File: src/rtl/bin_to_dec_display.sv
// Sequential binary-to-BCD converter (double-dabble, one bit per clock) driving active-low 7-segment digits.
// Optional feature: define LEADING_ZERO_BLANK_EN to blank digit positions above the most significant non-zero digit.
module bin_to_dec_display #(
  parameter int WIDTH  = 20,
  parameter int DIGITS = 6
) (
  input  logic                  clk,
  input  logic                  reset_n,
  input  logic [WIDTH-1:0]      value,
  input  logic                  load,
  input  logic                  onSwitch,
  output logic                  busy,
  output logic                  done,
  output logic                  overflow,
  output logic [4*DIGITS-1:0]   bcd,
  output logic [7:0]            digs [0:DIGITS-1]
);

  localparam int BW = 4 * DIGITS;
  localparam int CW = $clog2(WIDTH);

  // min(10^DIGITS, 2^WIDTH); saturating keeps the arithmetic within WIDTH+5 bits
  function automatic logic [WIDTH:0] dec_limit();
    logic [WIDTH+4:0] acc;
    logic [WIDTH+4:0] cap;
    cap = (WIDTH+5)'(1) << WIDTH;
    acc = (WIDTH+5)'(1);
    for (int i = 0; i < DIGITS; i++) begin
      acc = acc * (WIDTH+5)'(10);
      if (acc > cap) begin
        acc = cap;
      end else begin
        acc = acc;
      end
    end
    return acc[WIDTH:0];
  endfunction

  localparam logic [WIDTH:0] DEC_LIMIT    = dec_limit();
  localparam bit             OVF_POSSIBLE = (DEC_LIMIT[WIDTH] == 1'b0);

  function automatic logic [BW-1:0] add3(input logic [BW-1:0] s);
    logic [BW-1:0] r;
    r = s;
    for (int i = 0; i < DIGITS; i++) begin
      if (s[4*i +: 4] >= 4'd5) begin
        r[4*i +: 4] = s[4*i +: 4] + 4'd3;
      end else begin
        r[4*i +: 4] = s[4*i +: 4];
      end
    end
    return r;
  endfunction

  function automatic logic [7:0] seg7(input logic [3:0] d);
    logic [7:0] p;
    case (d)
      4'd0:    p = 8'hC0;
      4'd1:    p = 8'hF9;
      4'd2:    p = 8'hA4;
      4'd3:    p = 8'hB0;
      4'd4:    p = 8'h99;
      4'd5:    p = 8'h92;
      4'd6:    p = 8'h82;
      4'd7:    p = 8'hF8;
      4'd8:    p = 8'h80;
      4'd9:    p = 8'h90;
      default: p = 8'hFF;
    endcase
    return p;
  endfunction

  typedef enum logic [1:0] {
    IDLE   = 2'd0,
    SHIFT  = 2'd1,
    UPDATE = 2'd2
  } state_t;

  state_t            state_q, state_d;
  logic [WIDTH-1:0]  shift_q, shift_d;
  logic [BW-1:0]     scratch_q, scratch_d;
  logic [CW-1:0]     cnt_q, cnt_d;
  logic [BW-1:0]     bcd_q, bcd_d;
  logic              ovf_q, ovf_d;
  logic              ovf_pend_q, ovf_pend_d;
  logic              done_q, done_d;
  logic              ovf_value_s;
  logic [BW-1:0]     adj_s;

  assign ovf_value_s = OVF_POSSIBLE ? ({1'b0, value} >= DEC_LIMIT) : 1'b0;
  assign adj_s       = add3(scratch_q);

  // State and datapath registers
  always_ff @(posedge clk) begin
    if (!reset_n) begin
      state_q    <= IDLE;
      shift_q    <= '0;
      scratch_q  <= '0;
      cnt_q      <= '0;
      bcd_q      <= '0;
      ovf_q      <= 1'b0;
      ovf_pend_q <= 1'b0;
      done_q     <= 1'b0;
    end else begin
      state_q    <= state_d;
      shift_q    <= shift_d;
      scratch_q  <= scratch_d;
      cnt_q      <= cnt_d;
      bcd_q      <= bcd_d;
      ovf_q      <= ovf_d;
      ovf_pend_q <= ovf_pend_d;
      done_q     <= done_d;
    end
  end

  // Next-state logic; top-digit carries fall off the scratch so bcd keeps the low DIGITS digits
  always_comb begin
    state_d    = state_q;
    shift_d    = shift_q;
    scratch_d  = scratch_q;
    cnt_d      = cnt_q;
    bcd_d      = bcd_q;
    ovf_d      = ovf_q;
    ovf_pend_d = ovf_pend_q;
    done_d     = 1'b0;
    case (state_q)
      IDLE: begin
        if (load) begin
          shift_d    = value;
          scratch_d  = '0;
          cnt_d      = CW'(WIDTH - 1);
          ovf_pend_d = ovf_value_s;
          state_d    = SHIFT;
        end else begin
          state_d    = IDLE;
        end
      end
      SHIFT: begin
        scratch_d = {adj_s[BW-2:0], shift_q[WIDTH-1]};
        shift_d   = {shift_q[WIDTH-2:0], 1'b0};
        if (cnt_q == '0) begin
          state_d = UPDATE;
        end else begin
          cnt_d   = cnt_q - CW'(1);
        end
      end
      UPDATE: begin
        bcd_d   = scratch_q;
        ovf_d   = ovf_pend_q;
        done_d  = 1'b1;
        state_d = IDLE;
      end
      default: begin
        state_d = IDLE;
      end
    endcase
  end

  // Segment decode; blanking and overflow dash take priority over digit values
  always_comb begin
`ifdef LEADING_ZERO_BLANK_EN
    logic nz;
    nz = 1'b0;
`endif
    for (int i = 0; i < DIGITS; i++) begin
      digs[i] = 8'hFF;
    end
    for (int i = DIGITS - 1; i >= 0; i--) begin
      if (!onSwitch) begin
        digs[i] = 8'hFF;
      end else if (ovf_q) begin
        digs[i] = 8'hBF;
`ifdef LEADING_ZERO_BLANK_EN
      end else if ((i != 0) && !nz && (bcd_q[4*i +: 4] == 4'd0)) begin
        digs[i] = 8'hFF;
`endif
      end else begin
        digs[i] = seg7(bcd_q[4*i +: 4]);
      end
`ifdef LEADING_ZERO_BLANK_EN
      nz = nz | (bcd_q[4*i +: 4] != 4'd0);
`endif
    end
  end

  assign busy     = (state_q != IDLE);
  assign done     = done_q;
  assign overflow = ovf_q;
  assign bcd      = bcd_q;

endmodule

File: config.mk
export PLATFORM = sky130hd
export DESIGN_NAME = bin_to_dec_display
export DESIGN_NICKNAME = d
export VERILOG_FILES = /design/src/rtl/bin_to_dec_display.sv
export SDC_FILE = /design/constraint.sdc
export NUM_CORES = 1
export LEC_CHECK = 0
export ABC_AREA = 1
export CAP_MARGIN = 25
export CORE_MARGIN = 1
export CORE_UTILIZATION = 28
export DETAILED_ROUTE_END_ITERATION = 12
export GPL_ROUTABILITY_DRIVEN = 0
export HOLD_SLACK_MARGIN = 0.15
export SYNTH_ARGS = -nofsm -noshare
export SYNTH_HDL_FRONTEND = slang
export SYNTH_SLANG_ARGS = --single-unit
File: constraint.sdc
create_clock -name clk -period 2.2 [get_ports clk]
set_input_delay 0.66 -clock clk [delete_from_list [all_inputs] [get_ports clk]]
set_output_delay 0.66 -clock clk [all_outputs]
set_load 0.005 [all_outputs]
==> results.rst, run 1 <==
.. list-table::
   :header-rows: 1

   * - Metric
     - Value
   * - Worst min-delay path category
     - flop to flop
   * - Count of cells along the worst hold path
     - 2
   * - Total congestion overflow after global routing
     - 0
   * - All-Layer GR Usage
     - 13.4%
   * - Fillcell total
     - 2,292
   * - Final-report max-slew violation count
     - 0
   * - RSZ-0062 raised after global routing
     - no
   * - Post-route DRC
     - 0
   * - Cell at the root of the clock tree
     - sky130_fd_sc_hd__clkbuf_16
   * - Switching part of the total
     - 25.2%
   * - Cell types occupying the most area after synthesis
     - sky130_fd_sc_hd__dfxtp_1 38%, sky130_fd_sc_hd__nand2_1 15%, sky130_fd_sc_hd__ha_1 8.6%, sky130_fd_sc_hd__nand3_1 8.0%, sky130_fd_sc_hd__inv_1 7.3%
   * - GR met1 Demand/Resource
     - 16.7%
   * - Area overhead of the layout relative to synthesis
     - 31.4%
   * - Largest buffer count on any clock path
     - 2
   * - GRT busiest layer
     - met2
   * - Top_reg_cell synth
     - sky130_fd_sc_hd__dfxtp_1
   * - Count of buffers from port buffering
     - 92
   * - Synthesized instance count
     - 915
   * - Largest area contributor in the synthesized netlist
     - sky130_fd_sc_hd__dfxtp_1
   * - Relative contribution of combinational cells to total power
     - 14.9%
   * - Global routing usage on met3
     - 3.35%
   * - Crit Reg-Reg Startpoint
     - state_q[0]
   * - Proportion of synthesized chip area in sequential cells
     - 38.2%
   * - Max-capacitance violation count
     - 0
   * - Wire length of the first global-routing pass
     - 24,200 um
   * - Final standard cell count with taps included and fillers excluded
     - 1,306
   * - Total Wirelength
     - 14,600 um
   * - Maximum fanout encountered on the critical timing path
     - 3
   * - Number of buffers created by CTS
     - 17
   * - Drt via density
     - 4.38
   * - Fin area
     - 8250 um^2
   * - Worst path setup slack after routing
     - 0.0612 ns
   * - DR WL/cell
     - 11.2 um
   * - Total via count after detailed routing
     - 5,723
   * - Worst Hold Slack
     - 0.446 ns
   * - Largest vdd supply drop
     - 0.468 mV
   * - Initial core utilization
     - 28.7%
   * - Worst reg2reg setup slack
     - 0.28 ns
   * - Setup-violating endpoint count in the final report
     - 0
   * - Critical path arrival
     - 1.48 ns
   * - Cell Rows
     - 54
   * - Distinct cell type count after synthesis
     - 25
   * - Number of antenna violations at the first check in global routing
     - 0
   * - Share of post-route cells with drive strength above 1
     - 10.8%
   * - Cell with the most instances after synthesis
     - sky130_fd_sc_hd__nand2_1
   * - Critical path startpoint category
     - flop
   * - Number of sinks driven by the clock tree
     - 120
   * - Number of hold-slack violations in the final timing report
     - 0
   * - Pin count of the biggest net entering global routing
     - 40
   * - Average cell area after synthesis
     - 6.86 um^2
   * - Most instantiated cells after synthesis
     - 243 x sky130_fd_sc_hd__nand2_1, 122 x sky130_fd_sc_hd__inv_1, 120 x sky130_fd_sc_hd__dfxtp_1
   * - IO Count
     - 99
   * - Kind of end point of the critical path
     - output port
   * - Number of cells on the worst reg-to-reg path
     - 11
   * - Number of enable flip-flop cells after synthesis
     - 0
   * - Post-route clock skew
     - 0.00850 ns
   * - Iteration-0 DRC Markers
     - 289
   * - Number of levels in the clock H-tree
     - 4
   * - Highest clock frequency the design can meet
     - 468 MHz
   * - Post-detailed-route count of antenna-violating nets
     - 0
   * - Run status
     - finished clean
   * - Share of flip-flops with an asynchronous set or reset
     - 0%
   * - Fraction of the cycle the final worst path needs
     - 97.2%
   * - Flip-flop and latch count after synthesis
     - 120
   * - Destination of the worst hold path
     - shift_q[2]
   * - Placed cell count
     - 1,269
   * - Area after DPL
     - 7550 um^2
   * - DPL Wire Length
     - 9740 um
   * - Net switching power
     - 1.54 mW
   * - Total core area
     - 21,900 um^2
   * - Vertical die dimension
     - 152 um
   * - Die outline width
     - 152 um
   * - Total of warnings raised by yosys
     - 0
   * - Count of nets after finishing
     - 1,081
   * - M2 GR Usage
     - 22.2%
   * - Worst slack at placement
     - -0.421 ns
   * - Minimum clock period after layout
     - 2.14 ns
   * - Hold-fix buffers at CTS
     - 0
   * - TritonCTS clock tree
     - yes
   * - Number of detailed-routing iterations run before antenna repair
     - 4
   * - Register share of total power
     - 38.7%
   * - Part of the power in the clock network
     - 46.4%
   * - Later-pin clock latency in the skew report
     - 0.41 ns
   * - Via count of the first global-routing pass
     - 5,206
   * - Mapped Area
     - 6280 um^2
   * - CTS clock-pin slew for the worst setup and hold paths
     - 0.06 ns
   * - Fraction of synthesized cell area taken by the top area cell type
     - 38.2%
   * - PwrDens
     - 739 nW/um^2
   * - Worst min-delay path startpoint
     - shift_q[2]
   * - Area of the die
     - 23,000 um^2
   * - Inserted Diodes
     - 0
   * - Crit Path Class
     - flop to output port
   * - Leakage dissipation
     - 4.23 nW
   * - CP Data Required Time
     - 1.54 ns
   * - Final cell utilization of the core
     - 37.7%
   * - Cell-internal power
     - 4.56 mW
-- kinds of logic (layout without fill, tap and decap cells) --
kind of cell               after synthesis  in the layout  share of synthesized area (%)
adders and majority gates               43             43                           8.57
buffers and inverters                  174            280                           11.5
and+or+nand+nor                        465            465                           32.1
DFF                                    120            120                           38.2
other                                    1              6                         0.0597
AOI/OAI and AO/OA                      112            112                           9.58
-- cell usage in the layout, fill, tap and decap left out, types with 2 or more instances in the layout --
cell type,count
sky130_fd_sc_hd__nand2_1,243
sky130_fd_sc_hd__inv_1,122
sky130_fd_sc_hd__dfxtp_1,118
sky130_fd_sc_hd__nand3_1,101
sky130_fd_sc_hd__nor2_1,68
sky130_fd_sc_hd__o21ai_0,50
sky130_fd_sc_hd__a21oi_1,48
sky130_fd_sc_hd__clkdlybuf4s50_1,47
sky130_fd_sc_hd__ha_1,43
sky130_fd_sc_hd__dlygate4sd2_1,38
sky130_fd_sc_hd__nand4_1,18
sky130_fd_sc_hd__buf_4,18
sky130_fd_sc_hd__clkbuf_16,17
sky130_fd_sc_hd__nand2_2,16
sky130_fd_sc_hd__nor2_2,12
sky130_fd_sc_hd__o21ai_2,11
sky130_fd_sc_hd__inv_2,9
sky130_fd_sc_hd__conb_1,6
sky130_fd_sc_hd__dlymetal6s2s_1,5
sky130_fd_sc_hd__buf_12,5
sky130_fd_sc_hd__nor2_4,3
sky130_fd_sc_hd__o21ai_1,3
sky130_fd_sc_hd__clkbuf_1,3
sky130_fd_sc_hd__bufinv_16,3
sky130_fd_sc_hd__clkbuf_8,3
sky130_fd_sc_hd__clkinv_2,3
sky130_fd_sc_hd__nand2_4,2
sky130_fd_sc_hd__clkinvlp_4,2
sky130_fd_sc_hd__bufbuf_16,2
-- power groups by stage --
stage / logic (mW) / registers (mW) / clock network, mW
6_report: 0.908 / 2.36 / 2.83
5_1_grt: 1.05 / 2.38 / 3.01
4_1_cts: 0.922 / 2.36 / 2.90
3_5_place_dp: 0.931 / 2.41 / 0
3_3_place_gp: 0.923 / 2.41 / 0
2_1_floorplan: 0.560 / 2.40 / 0
-- area by class of cell --
cell class | instances | area, um^2 | area share, %
multi-input cells | 626 | 3190 | 38.7
flip-flops and latches | 120 | 2410 | 29.2
repair buffers | 118 | 1210 | 14.7
inverters | 131 | 492 | 5.96
clock buffers | 23 | 478 | 5.79
well taps | 280 | 350 | 4.25
clock inverters | 8 | 120 | 1.46
-- how the worst max path moves through the flow --
stage	startpoint	to	slack [ns]	cells past startpoint
after floorplan	reset_n	flop	0.24	9
after global placement	onSwitch	digs[46]	-0.41	4
after detailed placement	onSwitch	digs[6]	-0.42	4
after CTS	overflow	digs[6]	-0.07	3
after global routing	state_q[0]	busy	0.003	3
final	state_q[0]	busy	0.06	3
-- metrics by stage --
step / TNS, ns / total power, mW
3_3_place_gp: -15.06 / 3.33
4_1_cts: -0.0696 / 6.18
2_1_floorplan: 0 / 2.96
3_5_place_dp: -15.61 / 3.34
5_1_grt: 0 / 6.44
6_report: 0 / 6.10
-- worst max-delay path, cell delays in order (launching register included) --
cell	delay, ns
sky130_fd_sc_hd__dfxtp_1	0.40
sky130_fd_sc_hd__inv_2	0.09
sky130_fd_sc_hd__nand2_1	0.07
sky130_fd_sc_hd__clkdlybuf4s50_1	0.50
-- what timing repair did --
action / 4_1_cts / 5_1_grt
setup endpoints to repair: 42 / 14
gates resized for setup: 53 / 9
buffers inserted: 2 / 1
gates cloned: 4 / 0
pin swaps: 0 / 0
-- routing by layer --
metal | vias to the layer above | routed length [um]
met4 | 0 | 299
met5 | - | 0
li1 | 3067 | -
met3 | 19 | 470
met1 | 2547 | 7190
met2 | 90 | 6650
Power figures use the tool's default switching activity.
==> run 2: changes to the inputs <==
--- a/config.mk
+++ b/config.mk
@@ -6,7 +6,7 @@
 export NUM_CORES = 1
 export LEC_CHECK = 0
 export ABC_AREA = 1
-export CAP_MARGIN = 25
+export CAP_MARGIN = 10
 export CORE_MARGIN = 1
 export CORE_UTILIZATION = 28
 export DETAILED_ROUTE_END_ITERATION = 12
==> constraint.sdc (replaced) <==
create_clock -name clk -period 2.17 [get_ports clk]
set_input_delay 0.651 -clock clk [delete_from_list [all_inputs] [get_ports clk]]
set_output_delay 0.651 -clock clk [all_outputs]
set_load 0.005 [all_outputs]
==> run 2 against run 1 <==
Effect of this change: final cell count rose by 0.46%; critical path depth rose by 2; routed wire length fell by 0.76%; die area did not move; via count rose by 0.10%; clock skew rose by 0.0016 ns; flip-flop and latch count did not move; sequential power barely moved; total power rose by 3.8%; combinational power rose by 1%; critical path type unchanged.
==> results.rst, run 2 (synthesis results as in run 1) <==
.. list-table::
   :header-rows: 1

   * - Metric
     - Value
   * - Run status
     - finished clean
   * - TritonCTS clock tree
     - yes
   * - Iteration-0 DRC Markers
     - 346 (+20%)
   * - Count of nets after finishing
     - 1,086 (+0.46%)
   * - Wire length of the first global-routing pass
     - 23,800 um (-1.8%)
   * - Count of cells along the worst hold path
     - 2 (unchanged)
   * - Fraction of the cycle the final worst path needs
     - 96.8%
   * - All-Layer GR Usage
     - 13.2% (-0.23 points)
   * - Later-pin clock latency in the skew report
     - 0.41 ns (about the same)
   * - Largest vdd supply drop
     - 0.460 mV (-1.8%)
   * - Leakage dissipation
     - 4.24 nW (+0.18%)
   * - Vertical die dimension
     - 152 um (unchanged)
   * - Area overhead of the layout relative to synthesis
     - 32.2%
   * - Crit Reg-Reg Startpoint
     - state_q[0]
   * - Kind of end point of the critical path
     - output port
   * - Worst reg2reg setup slack
     - 0.35 ns (+0.07 ns)
   * - Critical path startpoint category
     - flop
   * - Setup-violating endpoint count in the final report
     - 0 (unchanged)
   * - DR WL/cell
     - 11.1 um (-1.2%)
   * - Number of hold-slack violations in the final timing report
     - 0 (unchanged)
   * - Critical path arrival
     - 1.45 ns (-0.03 ns)
   * - Placed cell count
     - 1,269 (unchanged)
   * - Die outline width
     - 152 um (unchanged)
   * - RSZ-0062 raised after global routing
     - no
   * - CP Data Required Time
     - 1.52 ns (-0.02 ns)
   * - Number of buffers created by CTS
     - 17 (unchanged)
   * - Total core area
     - 21,900 um^2 (unchanged)
   * - Post-route DRC
     - 0 (unchanged)
   * - Final standard cell count with taps included and fillers excluded
     - 1,312 (+0.46%)
   * - Final-report max-slew violation count
     - 0 (unchanged)
   * - Pin count of the biggest net entering global routing
     - 40 (unchanged)
   * - Cell Rows
     - 54 (unchanged)
   * - Area of the die
     - 23,000 um^2 (unchanged)
   * - Number of cells on the worst reg-to-reg path
     - 9 (-2)
   * - Number of detailed-routing iterations run before antenna repair
     - 4 (unchanged)
   * - Share of post-route cells with drive strength above 1
     - 12.1% (+1.3 points)
   * - PwrDens
     - 763 nW/um^2 (+3.2%)
   * - Destination of the worst hold path
     - shift_q[18]
   * - Initial core utilization
     - 28.7% (unchanged)
   * - Maximum fanout encountered on the critical timing path
     - 6 (+3)
   * - Highest clock frequency the design can meet
     - 476 MHz
   * - Number of antenna violations at the first check in global routing
     - 0 (unchanged)
   * - Number of levels in the clock H-tree
     - 4 (unchanged)
   * - Total Negative Setup Slacks
     - 0 ns (unchanged)
   * - Count of buffers from port buffering
     - 92 (unchanged)
   * - Post-route clock skew
     - 0.0101 ns (+0.00162 ns)
   * - Commonest cells after routing, fill and taps aside
     - 243 x sky130_fd_sc_hd__nand2_1, 122 x sky130_fd_sc_hd__inv_1, 117 x sky130_fd_sc_hd__dfxtp_1
   * - Total Wirelength
     - 14,500 um (-0.76%)
   * - Crit Path Class
     - flop to output port
   * - Total via count after detailed routing
     - 5,729 (+0.10%)
   * - Total congestion overflow after global routing
     - 0 (unchanged)
   * - Worst min-delay path category
     - flop to flop
   * - Via count of the first global-routing pass
     - 5,069 (-2.6%)
   * - DPL Wire Length
     - 9760 um (+0.25%)
   * - Most common library cell in the layout ignoring fill and taps
     - sky130_fd_sc_hd__nand2_1
   * - Hold-fix buffers at CTS
     - 0 (unchanged)
   * - Drt via density
     - 4.37 (-0.35%)
   * - CTS clock-pin slew for the worst setup and hold paths
     - 0.06 ns (about the same)
   * - Minimum clock period after layout
     - 2.10 ns
   * - Inserted Diodes
     - 0 (unchanged)
   * - Cell at the root of the clock tree
     - sky130_fd_sc_hd__clkbuf_16
   * - Number of sinks driven by the clock tree
     - 120 (unchanged)
   * - Post-detailed-route count of antenna-violating nets
     - 0 (unchanged)
   * - Largest buffer count on any clock path
     - 2 (unchanged)
   * - IO Count
     - 99 (unchanged)
   * - Max-capacitance violation count
     - 0 (unchanged)
   * - Worst min-delay path startpoint
     - shift_q[18]
==> run 2: critical path, cell delays in order, from the launching register on <==
cell	delay, ns
sky130_fd_sc_hd__dfxtp_4	0.39
sky130_fd_sc_hd__buf_6	0.13
sky130_fd_sc_hd__buf_6	0.12
sky130_fd_sc_hd__nor2_1	0.10
sky130_fd_sc_hd__nand2_1	0.05
sky130_fd_sc_hd__dlygate4sd2_1	0.25
==> run 2: where the power goes <==
group	internal (mW)	leakage, nW	switching (mW)
Sequential	2.34	0.977	0.0499
Combinational	0.398	2.95	0.523
Clock	2.01	0.305	1.01
Total	4.75	4.24	1.58
==> run 2: worst max-delay path by stage <==
stage,from,to,slack (ns),cells past startpoint
floorplan,reset_n,flop,0.22,9
global placement,onSwitch,digs[46],-0.42,4
detailed placement,onSwitch,digs[46],-0.44,4
CTS,overflow,digs[27],-0.04,6
global route,overflow,digs[32],0.00008,5
finish,overflow,digs[32],0.07,5
==> run 2: what timing repair did <==
action,CTS,global route
cloned,4,0
resized for setup,74,11
hold endpoints to repair,0,0
setup buffers,7,0
pin swaps,3,0
endpoints found under the setup margin,43,9
==> run 2: metal layers <==
metal	vias to the layer above	GRT usage (%)	part of all wire, %
met5	-	0	0
met4	0	4.50	0.75
met3	7	3.53	3.7
met2	91	22.2	48
met1	2557	16.1	48
li1	3074	-	-
==> run 2: stage by stage <==
| stage | worst slack [ns] | power [mW] | utilization [%] | hold WS, ns | instance area [um^2] |
|---|---|---|---|---|---|
| floorplan | 0.218 | 3.00 | - | 0.421 | 6300 |
| global placement | -0.418 | 3.38 | 34.5 | 0.431 | 7560 |
| detailed placement | -0.437 | 3.39 | 34.5 | 0.439 | 7560 |
| CTS | -0.0357 | 6.45 | 38.0 | 0.447 | 8320 |
| global route | 0.0000798 | 6.68 | 37.9 | 0.464 | 8300 |
| finish | 0.0698 | 6.34 | 37.9 | 0.443 | 8300 |
==> run 2: final cells by class <==
cell class                 instances  area [um^2]
clock buffer                      21          470
clock inverter                    11          170
fill                            2351        13600
inverter                         131          492
multi-input combinational        626         3190
sequential                       120         2410
tap                              280          350
timing repair buffer             123         1220
==> run 3: changes to the inputs <==
--- a/config.mk
+++ b/config.mk
@@ -9,6 +9,7 @@
 export CAP_MARGIN = 10
 export CORE_MARGIN = 1
 export CORE_UTILIZATION = 28
+export CTS_CLUSTER_SIZE = 28
 export DETAILED_ROUTE_END_ITERATION = 12
 export GPL_ROUTABILITY_DRIVEN = 0
 export HOLD_SLACK_MARGIN = 0.15
==> results of run 3 <==
The final DEF is identical to that of run 2; final timing and power are the same.
